## src/rtl/pipe_sink.sv

```systemverilog
// Tail of the stall-carrying pipeline: buffers words in a FIFO, drives hold backpressure
// and pulses frame_done when a frame drains. Define PIPE_SINK_GROUP_CNT_EN to add group_len.
module pipe_sink #(
    parameter int DATA_WIDTH = 8,
    parameter int DEPTH      = 8,
    parameter int SKID       = 3
) (
    input  logic                       clk,
    input  logic                       rst,
    input  logic [DATA_WIDTH-1:0]      data_in,
    input  logic                       stall_in,
    input  logic                       done_in,
    input  logic                       co_filter_in,
    output logic                       hold,
    input  logic                       rd_en,
    output logic [DATA_WIDTH-1:0]      rd_data,
    output logic                       rd_last,
    output logic                       rd_co_filter,
    output logic                       rd_empty,
    output logic [$clog2(DEPTH):0]     count,
    output logic                       frame_done,
    output logic                       err
`ifdef PIPE_SINK_GROUP_CNT_EN
    ,
    output logic [15:0]                group_len
`endif
);

    localparam int AW = $clog2(DEPTH);
    localparam int CW = AW + 1;

    if ((DEPTH < 4) || ((DEPTH & (DEPTH - 1)) != 0)) begin : g_bad_depth
        $error("pipe_sink: DEPTH must be a power of two and at least 4");
    end
    if (SKID >= DEPTH) begin : g_bad_skid
        $error("pipe_sink: SKID must be less than DEPTH");
    end

    typedef enum logic [1:0] {IDLE, RUN, DRAIN, DONE} state_t;

    typedef struct packed {
        logic                  co_filter;
        logic                  last;
        logic [DATA_WIDTH-1:0] data;
    } entry_t;

    entry_t          mem [DEPTH];
    entry_t          head;
    state_t          state;
    logic [AW-1:0]   wr_ptr;
    logic [AW-1:0]   rd_ptr;
    logic [CW-1:0]   count_next;
    logic            word;
    logic            open;
    logic            full;
    logic            push;
    logic            pop;

    assign word = !stall_in;
    assign open = (state == IDLE) || (state == RUN);
    assign full = (count == CW'(DEPTH));
    assign pop  = rd_en && (count != '0);
    // A full FIFO still takes a word when the same edge frees a slot.
    assign push = word && open && (!full || pop);

    // NOTE: every always_comb output gets a default first, so no path can infer a latch.
    always_comb begin
        count_next = count;
        if (push && !pop) begin
            count_next = count + CW'(1);
        end else if (pop && !push) begin
            count_next = count - CW'(1);
        end
    end

    // NOTE: storage is deliberately not reset; occupancy alone decides what is valid.
    always_ff @(posedge clk) begin
        if (push) begin
            mem[wr_ptr] <= '{co_filter: co_filter_in, last: done_in, data: data_in};
        end
    end

    assign head         = mem[rd_ptr];
    assign rd_empty     = (count == '0);
    assign rd_data      = rd_empty ? '0 : head.data;
    assign rd_last      = rd_empty ? 1'b0 : head.last;
    assign rd_co_filter = rd_empty ? 1'b0 : head.co_filter;

    // NOTE: sequential state uses non-blocking assignments only, so every register sees pre-edge values.
    always_ff @(posedge clk) begin
        if (rst) begin
            state      <= IDLE;
            count      <= '0;
            wr_ptr     <= '0;
            rd_ptr     <= '0;
            hold       <= 1'b0;
            frame_done <= 1'b0;
            err        <= 1'b0;
        end else begin
            count      <= count_next;
            hold       <= (count >= CW'(DEPTH - SKID));
            err        <= err | (word && !push);
            frame_done <= 1'b0;
            if (push) begin
                wr_ptr <= wr_ptr + AW'(1);
            end
            if (pop) begin
                rd_ptr <= rd_ptr + AW'(1);
            end
            case (state)
                IDLE: begin
                    if (push) begin
                        state <= done_in ? DRAIN : RUN;
                    end
                end
                RUN: begin
                    if (push && done_in) begin
                        state <= DRAIN;
                    end
                end
                DRAIN: begin
                    if (count_next == '0) begin
                        state      <= DONE;
                        frame_done <= 1'b1;
                    end
                end
                DONE:    state <= IDLE;
                default: state <= IDLE;
            endcase
        end
    end

`ifdef PIPE_SINK_GROUP_CNT_EN
    always_ff @(posedge clk) begin
        if (rst || (state == DONE)) begin
            group_len <= '0;
        end else if (push) begin
            if (co_filter_in) begin
                group_len <= 16'd1;
            end else if (group_len != 16'hFFFF) begin
                group_len <= group_len + 16'd1;
            end
        end
    end
`endif

endmodule

```

## config.mk

```make
export PLATFORM = sky130hd
export DESIGN_NAME = pipe_sink
export DESIGN_NICKNAME = d
export VERILOG_FILES = /design/src/rtl/pipe_sink.sv
export SDC_FILE = /design/constraint.sdc
export NUM_CORES = 1
export LEC_CHECK = 0
export ABC_AREA = 0
export CORE_MARGIN = 5
export CORE_UTILIZATION = 45
export CTS_BUF_LIST = sky130_fd_sc_hd__clkbuf_16
export CTS_CLUSTER_DIAMETER = 200
export DETAILED_ROUTE_END_ITERATION = 10
export PLACE_DENSITY = 0.75
export SLEW_MARGIN = 20
export SYNTH_ARGS = -nofsm -noshare
export SYNTH_HDL_FRONTEND = slang
export SYNTH_SLANG_ARGS = --single-unit
```

## constraint.sdc

```tcl
create_clock -name clk -period 6.45 [get_ports clk]
set_input_delay 1.6125 -clock clk [delete_from_list [all_inputs] [get_ports clk]]
set_output_delay 1.6125 -clock clk [all_outputs]
set_load 0.05 [all_outputs]
```

# --- Word-level counts from Yosys, hierarchy flattened ---
# Memory sizes are Yosys's and may differ from the RTL's. A register that Yosys moved wholly into a read port is not among the register bits.
# Cells that the tools add are included.
classes:
  n_eq_ne: 7
  n_mux: 15
  n_lt_le_gt_ge: 1
  addsub: 4
  bitwise: 2
  reduce_logical: 19
op_table:
  columns: ["operator", "n"]
  rows:
  - ["$logic_not 4->1", 2]
  - ["$mux 2", 4]
  - ["$mux 4", 2]
  - ["$mux 8", 1]
  - ["$pmux 2 s4", 1]
  - ["$logic_and 1x1->1", 7]
  - ["$add 3x1->3 const B", 2]
  - ["$mux 3", 2]
  - ["$mux 1", 5]
  - ["$add 4x1->4 const B", 1]
  - ["$eq 2x2->1 const B", 2]
  - ["$eq 4x4->1 const B", 1]
  - ["$ge 4x3->1 const B", 1]
  - ["$logic_not 1->1", 4]
  - ["$ne 2x2->1 const B", 2]
  - ["$reduce_bool 4->1", 1]
  - ["$sub 4x1->4 const B", 1]
  - ["$reduce_and 3->1", 1]
  - ["$eq 2x1->1 const B", 1]
  - ["$logic_not 2->1", 1]
  - ["$logic_or 1x1->1", 2]
  - ["$ne 2x1->1 const B", 1]
  - ["$reduce_or 2->1", 1]
  - ["$not 1->1", 1]
  - ["$or 1x1->1", 1]
totals:
  regBits: 15
  elab_cells: 56
  input_bits: 14
  mem_count: 1
  output_inout_bits: 18
  ram_bits: 80
memory_table:
  columns: ["name", "words", "width", "rd", "rd_clocked_by_memory_dff", "write_ports", "line_no", "rtl"]
  rows:
  - ["mem", 8, 10, 1, 1, 1, "47", "entry_t mem [DEPTH];"]

# --- Depth between registers and ports, before layout ---
depth:
  depth_word: 11
  ltp_mapped: 10
  ltp_nobuf: 9

# --- Worst setup path before layout ---
# Ideal clock, no wire load.
synth_timing:
  kind: "reg2out"
  startpoint: "register count[0]"
  endpoint: "output rd_data[0]"
  required_ns: 4.838
  path_buffers: 1
  t_arrival_ns: 2.522
  setup_slack_ns: 2.316
  stages_incl_launch_ff: 6
  cell_sequence: "dfxtp_1 inv_1 ha_1 nor3b_2 clkbuf_1 nor2_1"
synth_via:
  elab_chain_cells: 2
synth_lines:
  columns: ["item", "line_no", "rtl"]
  rows:
  - ["start, declared", "20", "output logic [$clog2(DEPTH):0] count,"]
  - ["start signal, assigned", "100", "count <= count_next;"]
  - ["$logic_not 4->1", "84", "assign rd_empty = (count == '0);"]
  - ["named net rd_empty", "19", "output logic rd_empty,"]
  - ["$mux 8", "85", "assign rd_data = rd_empty ? '0 : head.data;"]
  - ["end, declared", "16", "output logic [DATA_WIDTH-1:0] rd_data,"]
# The timed path passes the listed nets, and every way through them passes these cells.

# --- Worst setup path after layout ---
layout_timing:
  startpoint: "register count[1]"
  endpoint: "output rd_empty"
layout_via:
  elab_chain_cells: 1
layout_lines:
  columns: ["item", "line_no"]
  rows:
  - ["$logic_not 4->1", "84"]
  - ["end, declared", "19"]
# No other way between the ends.

==> impl.org <==
** Clocking
- Clock sink total :: 98
- Clk Latency, worst-skew pair :: around 340 ps
- Post-CTS repair changed the size of 0 cells.
- Counting along the longest clock path gives a buffer depth of 2.
- Root buffer selected by CTS :: sky130_fd_sc_hd__clkbuf_16
- Clock tree from TritonCTS :: built
- Clock transition at path regs :: 60 ps
- Setup fix buffers added after clock tree synthesis :: 0
- Inserted Clock Buffers :: 9
- For this design, the CTS-stage hold fixing added 0 buffers.
- The H-tree was split into 3 levels.

** Power and ir drop
- The worst-case IR drop observed on VDD is approximately 0.2 mV.
- Power density cells :: between 400 and 500 nW/um^2
- Leak pwr :: 0.001531 uW

** Final layout
- Post-layout instance area :: 4782 um^2
- Relative area change from synthesis to final layout :: 17.96%
- Antenna Cells :: 0
- Fraction of layout cells with a size suffix above 1 :: about 17%
- The count of cells in the finished layout, fillers not included, comes to ~390.
- NumNets Final :: ~300

** Routing
- Vias :: between 2000 and 2500
- For this block, the routed nets add up to 7.194 mm of wire.
- Post-detailed-route via-to-cell ratio :: between 5 and 6
- The count of nets left with antenna violations once routing finished came out at 0.
- Total iterations of the first detailed-routing run :: 4
- After the first detailed-routing iteration, the DRC count stood at between 150 and 200.
- Wire length per cell after detailed routing :: around 18 um
- For this run, design rule violations remaining after detail routing come to 0.

** Synthesis
- In the synthesized netlist the dominant register cell turns out to be sky130_fd_sc_hd__edfxtp_1.
- The number of nets in the synthesized netlist is roughly 270.
- The cell count after synthesis came out at 246.
- Counting flops with a built-in enable in the synthesized netlist gives 80.
- Fraction of synthesis flops using an asynchronous set or reset pin :: 0%
- The share of synthesized area in the top cell type comes to slightly below 60%.
- Yosys printed 0 warnings.
- Most area-consuming cells after synthesis :: sky130_fd_sc_hd__edfxtp_1 59%, sky130_fd_sc_hd__mux4_2 11%, sky130_fd_sc_hd__dfxtp_1 8.9%
- Sequential area share after synthesis :: roughly 68%
- The synthesized design spends more area on one cell type than any other, namely sky130_fd_sc_hd__edfxtp_1.
- Mean post-synth cell area :: roughly 16 um^2
- In this run the cell area of the synthesized design comes to between 4000 and 5000 um^2.
- The netlist uses 43 different library cells.
- Post-synthesis sequential element count :: 98

** Critical path
- For flop-to-flop paths, the worst setup slack is ~3500 ps.
- Crit-path cells :: inv_1 -> ha_1 -> nor3b_2 -> clkdlybuf4s50_1
- In this run the critical register-to-register path is captured at state[0].
- For this design, the slowest cell found on the critical path is sky130_fd_sc_hd__clkdlybuf4s50_1.
- Worst path arrival time :: 2920 ps
- Cell depth of the worst flop-to-flop path :: 9
- Broken down by cell family, the worst path's largest delay share belongs to buffers and inverters.
- At the worst endpoint, the required time is slightly below 5000 ps.
- STA classifies the critical path endpoint as an output port.
- Crit start category :: flop
- Peak per-stage delay on the critical path :: between 900 and 1000 ps
- The critical path contains buffers and inverters numbering 2 combined.
- The worst setup path is of the flop to output port kind.
- Maximum fanout along the worst path :: 13
- The worst register-to-register path begins at count[1].

** Global routing
- First-pass GRT wire length :: ~12 mm
- Vias in the first global route :: 2191
- The number of antenna violations at the first check in global routing came to 0.
- Overall routing resource usage :: a little over an eighth
- The total overflow left after global routing is 0.
- Entering global routing, the biggest net connects 21 pins.

** STA
- The max-slew violation total from the final report came to 0.
- Final period demand of the worst path :: about 4500 ps
- Static timing analysis puts the maximum clock frequency at between 0.2 and 0.25 GHz.
- After routing, the total negative slack on setup checks comes to 0 ps.
- Worst clock skew :: about 7.3 ps
- RSZ-0062 raised after global routing :: no
- At the pin with the least slew margin, the transition time is between 1000 and 1500 ps.
- Slew Limit Headroom :: around a quarter
- Setup violations remaining at the end of the flow were counted as 0.
- The final number of hold-violating endpoints is 0.
- After layout, the worst path uses 70.29% of the clock period.

** Outcome
- The run finished with clean final reports.

** Floorplan
- Floorplan row count :: 34
- X dimension of the die :: around 100 um
- Area of the core region :: 8763 um^2
- Die area :: 11010 um^2
- In this run the count of I/O pins placed on the die edge is 32.
- Y dimension of the die :: between 100 and 150 um
- For this configuration, the core starts out at a cell density of between 40% and 50%.

** Hold path
- The worst hold path was traced through 2 stages.
- In this run the most critical hold path is launched from err.
- The worst hold path belongs to the class flop to flop.
- Worst hold path endpoint :: err

** Place
- Number of input and output port buffers inserted :: 31
- RePlAce Congestion :: between 0.7 and 0.8
- The placed instances occupy a cell area of around 4500 um^2.
- Detailed placement finished with a half-perimeter wire length of ~4.6 mm.
- Post-Place Cells :: roughly 380

** Flow run
- Max-cap violations in this run came to 0.
-- kinds of logic (layout without fill, tap and decap cells) --
logic type | after synthesis | count (layout) | share of synthesized area (%)
xor+xnor | 4 | 4 | 0.8644
fa+ha+maj | 9 | 9 | 2.778
buf+inv | 16 | 55 | 1.667
flops | 98 | 98 | 68.15
simple gates | 61 | 61 | 7.377
mux | 36 | 36 | 15.09
compound gates | 22 | 22 | 4.075
-- metrics by stage --
stage	util (%)	power, uW	hold WS, ps	setup slack [ps]
2_1_floorplan	-	1422	480.1	2316
3_3_place_gp	51.04	1630	452.8	2227
3_5_place_dp	51.04	1648	467.4	2202
4_1_cts	54.48	2181	481.9	1844
5_1_grt	54.57	2267	518.9	1677
6_report	54.57	2160	481.2	1916
-- layout by cell type (no fill, tap or decap), types with 3 or more instances in the layout --
| master | instances |
|---|---|
| sky130_fd_sc_hd__o21ai_0 | 3 |
| sky130_fd_sc_hd__clkdlybuf4s50_1 | 31 |
| sky130_fd_sc_hd__nand2b_1 | 4 |
| sky130_fd_sc_hd__inv_1 | 5 |
| sky130_fd_sc_hd__edfxtp_1 | 80 |
| sky130_fd_sc_hd__nor2_2 | 3 |
| sky130_fd_sc_hd__clkbuf_16 | 9 |
| sky130_fd_sc_hd__nand2_1 | 6 |
| sky130_fd_sc_hd__nor2_1 | 29 |
| sky130_fd_sc_hd__nor3_1 | 4 |
| sky130_fd_sc_hd__inv_6 | 3 |
| sky130_fd_sc_hd__dfxtp_1 | 18 |
| sky130_fd_sc_hd__a21oi_1 | 6 |
| sky130_fd_sc_hd__mux4_2 | 20 |
| sky130_fd_sc_hd__buf_4 | 3 |
| sky130_fd_sc_hd__mux2i_1 | 15 |
| sky130_fd_sc_hd__ha_1 | 9 |
-- synth_stat cells (all sizes together) (2+ instances only) --
| cell type | n |
|---|---|
| clkbuf | 6 |
| a21oi | 6 |
| nand4 | 2 |
| a311oi | 2 |
| a31oi | 2 |
| o21ai | 3 |
| ha | 9 |
| buf | 5 |
| edfxtp | 80 |
| nor2 | 32 |
| mux4 | 20 |
| mux2i | 15 |
| nor3 | 4 |
| nand2 | 6 |
| nand2b | 4 |
| nand3 | 2 |
| nor2b | 2 |
| dfxtp | 18 |
| nor3b | 3 |
| xnor2 | 2 |
| inv | 5 |
| xor2 | 2 |
-- worst register-to-register path, stage by stage, from the launching register on --
cell	delay (ps)
sky130_fd_sc_hd__dfxtp_1	390
sky130_fd_sc_hd__inv_1	120
sky130_fd_sc_hd__ha_1	280
sky130_fd_sc_hd__nor3b_2	830
sky130_fd_sc_hd__a21boi_0	240
sky130_fd_sc_hd__a2111oi_0	80
sky130_fd_sc_hd__a31oi_1	290
sky130_fd_sc_hd__a41o_1	290
sky130_fd_sc_hd__a21oi_1	90
sky130_fd_sc_hd__a311oi_1	280
-- flip-flops by register name, summed over array words and instances (netlist names), named ones only --
register    flops
mem            80
count           4
rd_ptr          3
wr_ptr          3
state           2
err             1
frame_done      1
hold            1
-- how the worst max path moves through the flow --
| stage | endpoint | start | slack (ps) | cells past startpoint |
|---|---|---|---|---|
| after detailed placement | mem[4][5] | rd_en | 2200 | 4 |
| final | rd_empty | count[1] | 1920 | 4 |
| after CTS | rd_data[1] | flop | 1840 | 5 |
| after floorplan | rd_data[0] | count[0] | 2320 | 5 |
| after global placement | rd_last | flop | 2230 | 5 |
| after global routing | rd_last | flop | 1680 | 5 |
-- cell type report --
cell class	count	area, um^2
Clock buffer	9	225.2
Inverter	5	18.77
Tap cell	108	135.1
Multi-Input combinational cell	132	1231
Clock inverter	7	76.32
Sequential cell	98	2763
Timing Repair Buffer	34	332.8
Fill cell	688	3981
-- metal layers --
layer	up-vias	share of wire [%]	track usage [%]
li1	1026	-	-
met1	1078	44	18.45
met2	53	50	22.08
met3	7	4.6	2.836
met4	0	1.4	5.205
met5	-	0	0
-- power by group --
group,internal (uW),switching [uW]
combinational,330,489
sequential,752,58.7
clock,304,228
total,1390,775
Note: power is estimated with default switching activity, not from simulation.
